## src/rtl/core_params.sv

```systemverilog
// Shared carrier/bit-timing defaults and the bit sequencer state type.
package core_params;

  localparam int   WAVELENGTH       = 10;   // clocks per carrier period
  localparam int   CARRIERS_PER_BIT = 2;    // carrier periods per transmitted bit
  localparam int   SINE_RESOLUTION  = 8;    // phase table sample width
  localparam logic IDLE_LEVEL       = 1'b1; // data level while no byte is in flight

  typedef enum logic {
    ST_IDLE = 1'b0,
    ST_SEND = 1'b1
  } seq_state_t;

endpackage

```

## src/rtl/carrier_index_counter.sv

```systemverilog
// Free-running carrier sample index; flags the last sample of each period.
module carrier_index_counter #(
  parameter int WAVELENGTH = core_params::WAVELENGTH
) (
  input  logic                          clk,
  input  logic                          reset,
  output logic [$clog2(WAVELENGTH):0]   index,
  output logic                          boundary
);

  localparam int IW = $clog2(WAVELENGTH) + 1;
  localparam logic [IW-1:0] LAST = IW'(WAVELENGTH - 1);

  always_ff @(posedge clk) begin
    if (reset)
      index <= '0;
    else if (index == LAST)
      index <= '0;
    else
      index <= index + 1'b1;
  end

  assign boundary = (index == LAST);

endmodule

```

## src/rtl/bpsk_bit_sequencer.sv

```systemverilog
// Serialises bytes MSB first onto the phase table data line, one bit per
// CARRIERS_PER_BIT carrier periods, switching only at carrier boundaries.
//
// state   | meaning
// --------+---------------------------------------------------------------
// ST_IDLE | no byte in flight; data = IDLE_LEVEL, waiting for hold_full
// ST_SEND | shifting a byte out; per_cnt counts periods, bit_cnt counts bits
module bpsk_bit_sequencer
  import core_params::seq_state_t;
  import core_params::ST_IDLE;
  import core_params::ST_SEND;
#(
  parameter int   WAVELENGTH       = core_params::WAVELENGTH,
  parameter int   CARRIERS_PER_BIT = core_params::CARRIERS_PER_BIT,
  parameter logic IDLE_LEVEL       = core_params::IDLE_LEVEL
) (
  input  logic                          clk,
  input  logic                          reset,
  input  logic [7:0]                    in_byte,
  input  logic                          in_valid,
  output logic                          in_ready,
  output logic                          data,
  output logic [$clog2(WAVELENGTH):0]   index,
  output logic                          busy,
  output logic                          bit_strobe
);

  localparam int PW = (CARRIERS_PER_BIT > 1) ? $clog2(CARRIERS_PER_BIT) : 1;
  localparam logic [PW-1:0] PER_LAST = PW'(CARRIERS_PER_BIT - 1);

  seq_state_t    state, state_n;
  logic [7:0]    shreg, shreg_n;
  logic [7:0]    hold, hold_n;
  logic          hold_full, hold_full_n;
  logic [PW-1:0] per_cnt, per_cnt_n;
  logic [2:0]    bit_cnt, bit_cnt_n;
  logic          data_n, strobe_n, load;
  logic          boundary;

  carrier_index_counter #(
    .WAVELENGTH (WAVELENGTH)
  ) u_index (
    .clk      (clk),
    .reset    (reset),
    .index    (index),
    .boundary (boundary)
  );

  always_comb begin
    state_n     = state;
    shreg_n     = shreg;
    hold_n      = hold;
    hold_full_n = hold_full;
    per_cnt_n   = per_cnt;
    bit_cnt_n   = bit_cnt;
    data_n      = data;
    strobe_n    = 1'b0;
    load        = 1'b0;

    // in_ready is low whenever hold_full is set, so accept and drain never coincide
    if (in_valid && in_ready) begin
      hold_n      = in_byte;
      hold_full_n = 1'b1;
    end

    if (boundary) begin
      case (state)
        ST_IDLE: begin
          if (hold_full)
            load = 1'b1;
        end
        ST_SEND: begin
          if (per_cnt != PER_LAST) begin
            per_cnt_n = per_cnt + 1'b1;
          end else if (bit_cnt != 3'd7) begin
            shreg_n   = {shreg[6:0], 1'b0};
            data_n    = shreg[6];
            bit_cnt_n = bit_cnt + 3'd1;
            per_cnt_n = '0;
            strobe_n  = 1'b1;
          end else if (hold_full) begin
            load = 1'b1;
          end else begin
            data_n  = IDLE_LEVEL;
            state_n = ST_IDLE;
          end
        end
        default: state_n = ST_IDLE;
      endcase
    end

    if (load) begin
      shreg_n     = hold;
      data_n      = hold[7];
      per_cnt_n   = '0;
      bit_cnt_n   = '0;
      strobe_n    = 1'b1;
      hold_full_n = 1'b0;
      state_n     = ST_SEND;
    end
  end

  always_ff @(posedge clk) begin
    if (reset) begin
      state      <= ST_IDLE;
      shreg      <= '0;
      hold       <= '0;
      hold_full  <= 1'b0;
      per_cnt    <= '0;
      bit_cnt    <= '0;
      data       <= IDLE_LEVEL;
      bit_strobe <= 1'b0;
      in_ready   <= 1'b1;
      busy       <= 1'b0;
    end else begin
      state      <= state_n;
      shreg      <= shreg_n;
      hold       <= hold_n;
      hold_full  <= hold_full_n;
      per_cnt    <= per_cnt_n;
      bit_cnt    <= bit_cnt_n;
      data       <= data_n;
      bit_strobe <= strobe_n;
      in_ready   <= !hold_full_n;
      busy       <= (state_n == ST_SEND) || hold_full_n;
    end
  end

endmodule

```

## config.mk

```make
export PLATFORM = sky130hd
export DESIGN_NAME = bpsk_bit_sequencer
export DESIGN_NICKNAME = d
export VERILOG_FILES = /design/src/rtl/core_params.sv /design/src/rtl/carrier_index_counter.sv /design/src/rtl/bpsk_bit_sequencer.sv
export SDC_FILE = /design/constraint.sdc
export NUM_CORES = 1
export LEC_CHECK = 0
export ABC_AREA = 1
export CORE_ASPECT_RATIO = 1.25
export CORE_MARGIN = 4
export CORE_UTILIZATION = 35
export CTS_CLUSTER_SIZE = 12
export DETAILED_ROUTE_END_ITERATION = 12
export PLACE_DENSITY = 0.55
export SYNTH_ARGS = -nofsm -noshare
export SYNTH_HDL_FRONTEND = slang
export SYNTH_SLANG_ARGS = --single-unit
```

## constraint.sdc

```tcl
create_clock -name clk -period 1.8 [get_ports clk]
set_clock_uncertainty 0.05 [all_clocks]
set_input_delay 0.36 -clock clk [delete_from_list [all_inputs] [get_ports clk]]
set_output_delay 0.36 -clock clk [all_outputs]
set_load 0.05 [all_outputs]
```

==> impl_metrics.env, run 1 <==
export IMPL_crit_fanout=10
export IMPL_worst_setup_path_start_kind="flip-flop"
export IMPL_cts_root_buffer_cell="sky130_fd_sc_hd__clkbuf_8"
export IMPL_drt_first_iter_violations=47
export IMPL_wire_length_of_the_first_global_routing_pass_um=4705
export IMPL_std_cell_rows=24
export IMPL_first_global_vias=1072
export IMPL_max_cap_violations=0
export IMPL_die_y_um=77.34
export IMPL_synth_edf_count=0
export IMPL_tritoncts_num_buffers=5
export IMPL_finalCritPeriodShare_pct=93.71
export IMPL_busiest_layer="met2"
export IMPL_family_of_cells_with_the_greatest_summed_delay_on_the_critical_path="simple AND/OR/NAND/NOR gates"
export IMPL_critPathSlowestCell="sky130_fd_sc_hd__dfxtp_1"
export IMPL_gr_usage_all_layers_pct=12.12
export IMPL_floorplan_initialDensity_pct=37.36
export IMPL_r2r_worst_path_cells=8
export IMPL_tritoncts_num_sinks=30
export IMPL_synth_warnings=0
export IMPL_max_clock_freq_mhz=592.8
export IMPL_finalNetCount=214
export IMPL_critical_path_endpoint_type="flip-flop"
export IMPL_drt_total_wl_um=2707
export IMPL_sequence_of_cells_on_the_critical_path="ha_1 -> ha_1 -> nand2_2 -> a21oi_4 -> nand2_4 -> nand2_1 -> nand3b_1 -> nand2_1"
export IMPL_clock_insertion_delay_worst_skew_ps=280
export IMPL_synthCells=174
export IMPL_cp_required_ps=1980
export IMPL_antenna_found_initial=0
export IMPL_hold_path_class="reg -> reg"
export IMPL_vias=1160
export IMPL_number_of_antenna_cells_inserted=0
export IMPL_whs_path_depth=2
export IMPL_design_portCount=20
export IMPL_layout_drive_gt1_share_pct=16.50
export IMPL_wp_depth=8
export IMPL_vdd_ir_drop_max_v=0.0004525
export IMPL_antenna_left=0
export IMPL_static_leakage_power_nw=0.7826
export IMPL_post_synth_main_area_contributors="sky130_fd_sc_hd__dfxtp_1 45%, sky130_fd_sc_hd__nand2_1 9.8%, sky130_fd_sc_hd__nor2_1 9.2%"
export IMPL_rsz0062_at_grt="no"
export IMPL_synth_cell_type_count=26
export IMPL_synth_cell_area_sq_um=1346
export IMPL_place_detailed_hpwl_um=2044
export IMPL_grt_met2_usage_pct=21.84
export IMPL_die_area_sq_um=4909
export IMPL_drt_pass1_iter_count=4
export IMPL_global_route_overflow_total=0
export IMPL_nFillCells=377
export IMPL_cellPowerDensity_nw_per_um2=851.5
export IMPL_timing_final_crit_period_ps=1687
export IMPL_cts_path_max_buffers=2
export IMPL_cts_hold_buf=0
export IMPL_cts_max_level=2
export IMPL_postLayoutCoreUtil_pct=45.63
export IMPL_use_met3_pct=4.046
export IMPL_routability_driven_placement_congestion_ratio=0.7793
export IMPL_post_synth_most_frequent_cells="35 x sky130_fd_sc_hd__nand2_1, 33 x sky130_fd_sc_hd__nor2_1, 30 x sky130_fd_sc_hd__dfxtp_1"
export IMPL_io_buffer_count=19
export IMPL_netlist_area_leader_share_pct=44.61
export IMPL_placement_cell_area_sq_um=1548
export IMPL_vias_per_cell=4.854
export IMPL_wl_per_cell_um=11.33
export IMPL_placeableCoreArea_sq_um=3603
export IMPL_synthFlopType="sky130_fd_sc_hd__dfxtp_1"
export IMPL_global_route_usage_met1_pct=12.19
export IMPL_max_slew_worst_pin_slew_ps=355.5
export IMPL_run_status="completed"
export IMPL_worst_endpoint_arrival_ps=1860
export IMPL_tritoncts_clock_tree="built"
export IMPL_drv_slew=0
export IMPL_final_design_area_no_fill_sq_um=1644
export IMPL_die_width_um=63.47
export IMPL_clkTransAtPathRegs_ps=60
export IMPL_grt_start_max_net_pins=20
export IMPL_synth_area_leader_cell="sky130_fd_sc_hd__dfxtp_1"
export IMPL_timing_slew_headroom_pct=76.30
export IMPL_ys_async_sr_fraction_pct=0
export IMPL_endpoints_failing_setup=0
export IMPL_tns_ps=0
export IMPL_postSynthAreaPerCell_sq_um=7.737
export IMPL_drc=0
export IMPL_seq_area_frac_synth_pct=44.61
export IMPL_path_buf_inv=0
export IMPL_postSynthRegisterBits=30
export IMPL_highest_cell_delay_on_the_worst_timing_path_ps=360
export IMPL_area_growth_syn_to_layout_pct=22.12
export IMPL_synth_most_common_cell="sky130_fd_sc_hd__nand2_1"
export IMPL_worstSetupPathType="reg -> reg"
export IMPL_final_hold_violation_count=0
export IMPL_mappedNetlistNets=189
## cells in the final DEF (no fill, tap or decap), types with 2 or more instances in the layout
| cell type | netlist | routed |
|---|---|---|
| sky130_fd_sc_hd__buf_4 | 0 | 10 |
| sky130_fd_sc_hd__nand2_2 | 1 | 2 |
| sky130_fd_sc_hd__nand3_1 | 16 | 16 |
| sky130_fd_sc_hd__nand2_1 | 35 | 34 |
| sky130_fd_sc_hd__clkbuf_8 | 0 | 6 |
| sky130_fd_sc_hd__ha_1 | 4 | 4 |
| sky130_fd_sc_hd__o21bai_1 | 6 | 6 |
| sky130_fd_sc_hd__clkdlybuf4s50_1 | 0 | 10 |
| sky130_fd_sc_hd__nor2_2 | 1 | 2 |
| sky130_fd_sc_hd__nand2_4 | 3 | 3 |
| sky130_fd_sc_hd__dfxtp_1 | 30 | 30 |
| sky130_fd_sc_hd__inv_1 | 13 | 13 |
| sky130_fd_sc_hd__a21oi_1 | 7 | 7 |
| sky130_fd_sc_hd__o21ai_0 | 9 | 9 |
| sky130_fd_sc_hd__or2_2 | 2 | 2 |
| sky130_fd_sc_hd__nor2_1 | 33 | 32 |
## kinds of logic after synthesis
logic type / synth area share (%)
flops: 44.61
simple gates: 31.97
xor+xnor: 1.301
buf+inv: 6.320
fa+ha+maj: 3.718
compound gates: 12.08
## worst min-delay path: cells and delay by family (launching register included)
family | cells | cell delay [ps]
buffers and inverters | 1 | 70
DFF | 1 | 300
AOI/OAI and AO/OA | 1 | 60
## area by class of cell
type | instances | area [sq um] | area share [%]
timing repair buffer | 20 | 175.2 | 10.65
inverter | 16 | 62.56 | 3.805
tap | 39 | 48.80 | 2.968
clock buffer | 7 | 86.33 | 5.251
sequential | 30 | 600.6 | 36.53
clock inverter | 1 | 5.005 | 0.3044
multi-input combinational | 126 | 665.6 | 40.49
## power breakdown
group | total, W | switching, W | internal, W | leakage, nW
registers | 0.000709 | 0.0000183 | 0.000691 | 0.245
logic | 0.000141 | 0.0000864 | 0.0000543 | 0.489
clock network | 0.000550 | 0.000242 | 0.000308 | 0.0482
## worst paths after layout
path / startpoint / to / slack, ps
worst max-delay path: bit_cnt[0] / data / 110
worst min-delay path: hold[7] / hold[7] / 420
worst max register to register: bit_cnt[0] / data / 110
worst min register to register: hold[7] / hold[7] / 420
## per-layer routing
metal / part of all wire, % / vias to the layer above
li1: - / 606
met1: 41 / 508
met2: 50 / 39
met3: 6.8 / 7
met4: 2.4 / 0
met5: 0 / -
## per-stage QoR
stage               hold WS (ps)  setup WS (ps)   power, W  cells
detailed placement         415.2          120.8  0.0008656    231
CTS                        424.1          106.2   0.001414    239
floorplan                  379.1          60.58  0.0008124    174
finish                     419.8          113.2   0.001400    239
global route               449.9          7.468   0.001465    239
global placement           407.1          141.1  0.0008643    231
## flip-flops by register name, summed over array words and instances, names as in the netlist
signal         count
bit_strobe         1
busy               1
hold               8
shreg              7
in_ready           1
u_index.index      5
bit_cnt            3
data               1
hold_full          1
state              1
per_cnt            1
## timing repair
action / CTS / global route
endpoints found under the setup margin: 0 / 4
setup buffers: 0 / 0
hold endpoints to repair: 0 / 0
resized for setup: 0 / 2
Note: power is estimated with default switching activity, not from simulation.
==> run 2: changes to the inputs <==
SKIP_CTS_REPAIR_TIMING = 1   (was unset)
==> results of run 2 <==
No change in the layout: final DEF, timing and power equal those of run 1.
